$ cat src/rtl/io_arb_pkg.sv
// Shared types and default sizing for the two-port IO bus arbiter.
// Used by io_arb_pick and io_bus_arbiter.
package io_arb_pkg;

  localparam int N_PORTS      = 2;
  localparam int ADDR_W_DEF   = 12;
  localparam int DATA_W_DEF   = 32;
  localparam int MAX_ADDR_DEF = 'hFFC;

  typedef enum logic [1:0] {
    ST_IDLE   = 2'd0,
    ST_ACCESS = 2'd1,
    ST_DONE   = 2'd2
  } arb_state_t;

endpackage : io_arb_pkg

$ cat src/rtl/io_arb_pick.sv
// Grant selection for the IO bus arbiter: one-hot grant from two requests.
// IO_ARB_RR_EN selects round-robin; otherwise port 0 has fixed priority.
module io_arb_pick
  import io_arb_pkg::*;
(
  input  logic [N_PORTS-1:0] req,
  input  logic               last_owner,
  output logic [N_PORTS-1:0] grant
);

`ifdef IO_ARB_RR_EN
  // On a tie the port that did not win last time takes the bus.
  assign grant[0] = req[0] & (~req[1] | last_owner);
  assign grant[1] = req[1] & (~req[0] | ~last_owner);
`else
  logic unused_last_owner;
  assign unused_last_owner = last_owner;

  assign grant[0] = req[0];
  assign grant[1] = req[1] & ~req[0];
`endif

endmodule : io_arb_pick

$ cat src/rtl/io_bus_arbiter.sv
// Two-port arbiter and access sequencer for the 4 KB IO space (IDLE/ACCESS/DONE).
// Define IO_ARB_RR_EN for round-robin arbitration; default is port 0 fixed priority.
module io_bus_arbiter
  import io_arb_pkg::*;
#(
  parameter int                ADDR_W   = ADDR_W_DEF,
  parameter int                DATA_W   = DATA_W_DEF,
  parameter logic [ADDR_W-1:0] MAX_ADDR = ADDR_W'(MAX_ADDR_DEF)
) (
  input  logic              clock,
  input  logic              reset_n,
  input  logic              req0,
  input  logic              req1,
  input  logic              wr0,
  input  logic              wr1,
  input  logic [ADDR_W-1:0] addr0,
  input  logic [ADDR_W-1:0] addr1,
  input  logic [DATA_W-1:0] wdata0,
  input  logic [DATA_W-1:0] wdata1,
  output logic              done0,
  output logic              done1,
  output logic              err,
  output logic [DATA_W-1:0] rdata,
  output logic              io_cs,
  output logic              io_rd,
  output logic              io_wr,
  output logic [ADDR_W-1:0] io_addr,
  output logic [DATA_W-1:0] io_wdata,
  input  logic [DATA_W-1:0] io_rdata
);

  arb_state_t         state_q, state_d;
  logic [N_PORTS-1:0] req_vec;
  logic [N_PORTS-1:0] grant;
  logic               last_owner;
  logic               start;

  logic               sel_port;
  logic               sel_wr;
  logic [ADDR_W-1:0]  sel_addr;
  logic [DATA_W-1:0]  sel_wdata;
  logic               sel_bad;

  logic               owner_q;
  logic               wr_q;
  logic               err_q;
  logic [ADDR_W-1:0]  addr_q;
  logic [DATA_W-1:0]  wdata_q;
  logic [DATA_W-1:0]  rdata_q;
  logic               in_access;
  logic               in_done;

  assign req_vec = {req1, req0};

  io_arb_pick u_pick (
    .req        (req_vec),
    .last_owner (last_owner),
    .grant      (grant)
  );

  assign start     = (state_q == ST_IDLE) && (|grant);
  assign sel_port  = grant[1];
  assign sel_wr    = sel_port ? wr1    : wr0;
  assign sel_addr  = sel_port ? addr1  : addr0;
  assign sel_wdata = sel_port ? wdata1 : wdata0;
  assign sel_bad   = sel_addr > MAX_ADDR;

`ifdef IO_ARB_RR_EN
  logic last_q;

  // Reset value 1 makes port 0 the winner of the first tie.
  always_ff @(posedge clock or negedge reset_n) begin
    if (!reset_n)   last_q <= 1'b1;
    else if (start) last_q <= sel_port;
  end

  assign last_owner = last_q;
`else
  assign last_owner = 1'b1;
`endif

  // NOTE: sequential state uses non-blocking assignments so every register
  // samples the pre-edge values of the others, independent of block order.
  always_ff @(posedge clock or negedge reset_n) begin
    if (!reset_n) state_q <= ST_IDLE;
    else          state_q <= state_d;
  end

  // NOTE: state_d gets a default before the case so no path leaves it
  // unassigned, which would otherwise infer a latch.
  always_comb begin
    state_d = state_q;
    unique case (state_q)
      ST_IDLE:   if (|grant) state_d = sel_bad ? ST_DONE : ST_ACCESS;
      ST_ACCESS: state_d = ST_DONE;
      ST_DONE:   state_d = ST_IDLE;
      default:   state_d = ST_IDLE;
    endcase
  end

  // NOTE: the request latches and rdata are reset as well, because rdata must
  // read 0 during reset and the latched values feed the bus outputs.
  always_ff @(posedge clock or negedge reset_n) begin
    if (!reset_n) begin
      owner_q <= 1'b0;
      wr_q    <= 1'b0;
      err_q   <= 1'b0;
      addr_q  <= '0;
      wdata_q <= '0;
    end else if (start) begin
      owner_q <= sel_port;
      wr_q    <= sel_wr;
      err_q   <= sel_bad;
      addr_q  <= sel_addr;
      wdata_q <= sel_wdata;
    end
  end

  // Read data is captured on the edge that ends ACCESS and held afterwards.
  always_ff @(posedge clock or negedge reset_n) begin
    if (!reset_n)                                 rdata_q <= '0;
    else if ((state_q == ST_ACCESS) && !wr_q)     rdata_q <= io_rdata;
  end

  // Bus strobes decode straight from the state register, so an async reset
  // during ACCESS drops io_wr before the commit edge.
  assign in_access = (state_q == ST_ACCESS);
  assign in_done   = (state_q == ST_DONE);

  assign io_cs    = in_access;
  assign io_rd    = in_access & ~wr_q;
  assign io_wr    = in_access &  wr_q;
  assign io_addr  = in_access ? addr_q  : '0;
  assign io_wdata = in_access ? wdata_q : '0;

  assign done0 = in_done & ~owner_q;
  assign done1 = in_done &  owner_q;
  assign err   = in_done &  err_q;
  assign rdata = rdata_q;

endmodule : io_bus_arbiter
$ cat config.mk
export PLATFORM = sky130hd
export DESIGN_NAME = io_bus_arbiter
export DESIGN_NICKNAME = d
export VERILOG_FILES = /design/src/rtl/io_arb_pkg.sv /design/src/rtl/io_arb_pick.sv /design/src/rtl/io_bus_arbiter.sv
export SDC_FILE = /design/constraint.sdc
export NUM_CORES = 1
export LEC_CHECK = 0
export ABC_CLOCK_PERIOD_IN_PS = 4000
export BUFFER_PORTS_ARGS = -buffer_cell sky130_fd_sc_hd__buf_2
export CAP_MARGIN = 5
export CORE_ASPECT_RATIO = 0.7
export CORE_MARGIN = 2
export CORE_UTILIZATION = 25
export CTS_CLUSTER_SIZE = 8
export DETAILED_ROUTE_END_ITERATION = 10
export PLACE_DENSITY = 0.6
export SLEW_MARGIN = 20
export SYNTH_ARGS = -nofsm -noshare
export SYNTH_HDL_FRONTEND = slang
export SYNTH_HIERARCHICAL = 1
export SYNTH_SLANG_ARGS = --single-unit
$ cat constraint.sdc
create_clock -name clock -period 4 [get_ports clock]
set_input_delay 0 -clock clock [delete_from_list [all_inputs] [get_ports clock]]
set_output_delay 0 -clock clock [all_outputs]
set_load 0.03 [all_outputs]
==> results.tsv <==
metric	value	unit
MaxCap Viol Count	0	
drt first-iter violations	176	
First-pass DRT Iterations	4	
Clock Root Buffer	clkbuf_16	
die height	107.8	um
Final Instance Area	6392	um^2
Fill cells	1396	
post-route ant nets	0	
Die Wd	152.3	um
sw frac	0.4341	
Comb pwr share	0.489	
vias in the first global route	3811	
PnR worst setup slack	1.274	ns
RSZ-0062 raised after global routing	false	
vias	3630	
critical path type	reg -> reg	
final wirelength	11260	um
Post-CTS Setup Bufs	0	
crit path time final	2.726	ns
switching power	1.951	mW
Clk network pwr share	0.194	
required time of the critical path	4.26	ns
IO buf count	207	
most common cell after layout, fill and taps aside	buf_2	
WL/cell	13.23	um
# H-tree levels	3	
Initial Util	0.2591	
GRT Util Overall	0.1369	
TNS Setup	0	ns
CORE AREA	14860	um^2
row cnt	37	
initial antenna violation count	0	
FF-to-FF path depth	6	
Final period util	0.6814	
Hold Path Cell Cnt	3	
Avg Cell Area, Syn	11.13	um^2
hold path endpoint	wdata_q[14]	
Startpoint Class	flop	
outcome	finished, final reports clean	
CP arrival	2.99	ns
Hold Startpoint	wdata0[14]	
Reg-to-Reg Start	state_q[1]	
layout cells sized above 1	0.3527	
Seq pwr share	0.317	
gr ovfl total	0	
Worst slew margin	0.3707	
most frequent cells in the layout	buf_2, dlygate4sd3_1, dfrtp_1, nor2_1, and2_1	
Internal Pwr Total	2.543	mW
post-placement cell area	5015	um^2
actual slew at the worst max-slew pin	0.9417	ns
largest net degree at the start of global routing	82	
post-CTS sizing	0	
final slew viol count	0	
CTS buffer count	9	
PwrDens	703.0	nW/um^2
flop2flop setup slack	1.27	ns
Clk Latency, worst-skew pair	0.33	ns
fmax	366.9	MHz
layout net count	776	
die area	16420	um^2
CTS Hold Bufs	105	
CTS Buffer Depth	2	
first-pass GRT wire length	18220	um
Crit Path Max Fanout	44	
Ports	208	
synthesized cell area	3850	um^2
Net Count, Synth	472	
global placement routability congestion	0.7554	
min-delay worst type	in -> reg	
pre-CTS WS	1.804	ns
CP Capture Type	flop	
worst vdd ir	0.3260	mV
final hold viol count	0	
final setup violation count	0	
DR vias/cell	4.266	
Reg clk slew, reported paths	0.06	ns
Syn. warnings	6	
CTS tree	yes	
post-route DRC violation count	0	
CTS Sinks	81	
Pleak	3.059	nW
reg2reg end	addr_q[3]	
area added between synthesis and finish	66.04	%
placed wire-length estimate	7406	um
clk_skew	0.005300	ns
Mapped Cells	346	
==> final cells by class <==
type	instances	area [um^2]	area share
timing repair buffer	315	2116	0.3310
sequential	81	2027	0.3171
multi-input combinational	242	1679	0.2627
tap	195	244.0	0.03817
clock buffer	9	225.2	0.03523
clock inverter	7	95.09	0.01488
inverter	1	3.754	0.0005872
antenna	1	2.502	0.0003915
==> state kept, by name (all words and copies together) (netlist names) <==
register / cells
addr_q: 12
rdata: 32
owner_q: 1
err_q: 1
wdata_q: 32
state_q: 2
wr_q: 1
==> layer usage <==
layer | share of wire | GRT usage
met3 | 0.051 | 0.03704
met5 | 0 | 0
met1 | 0.43 | 0.1629
met2 | 0.51 | 0.2439
met4 | 0.0095 | 0.04005
==> metrics by stage <==
step | instances | utilization | hold slack [ns] | power (mW)
after CTS | 850 | 0.4297 | 0.001030 | 4.544
after global placement | 729 | 0.3375 | 0.2161 | 3.490
after floorplan | 346 | - | -0.2956 | 2.920
after detailed placement | 729 | 0.3375 | 0.2204 | 3.543
after global routing | 850 | 0.4300 | 0.01069 | 4.790
final | 851 | 0.4302 | 0.004544 | 4.494
==> worst max-delay path, stage by stage, from the launching register on <==
cell and delay [ns]:
dfrtp_1 0.41, o21bai_1 0.25, nor2_4 0.70, buf_4 0.48, nor2_1 0.07, a31oi_1 0.15, dlygate4sd3_1 0.57
==> power by group through the flow <==
stage	Combinational, mW	Sequential, mW	Clock [mW]
after global placement	2.08	1.41	0
after global routing	2.37	1.48	0.937
after CTS	2.21	1.43	0.907
final	2.20	1.42	0.872
after floorplan	1.20	1.72	0
after detailed placement	2.11	1.43	0
==> worst max-delay path by stage <==
stage,start,endpoint,slack [ns]
6_report,state_q[1],addr_q[3],1.27
4_1_cts,state_q[1],addr_q[2],1.25
3_5_place_dp,state_q[1],addr_q[2],1.80
3_3_place_gp,state_q[1],addr_q[3],1.92
2_1_floorplan,state_q[1],rdata[20],2.60
5_1_grt,state_q[1],addr_q[3],1.00
Power figures use the tool's default switching activity.
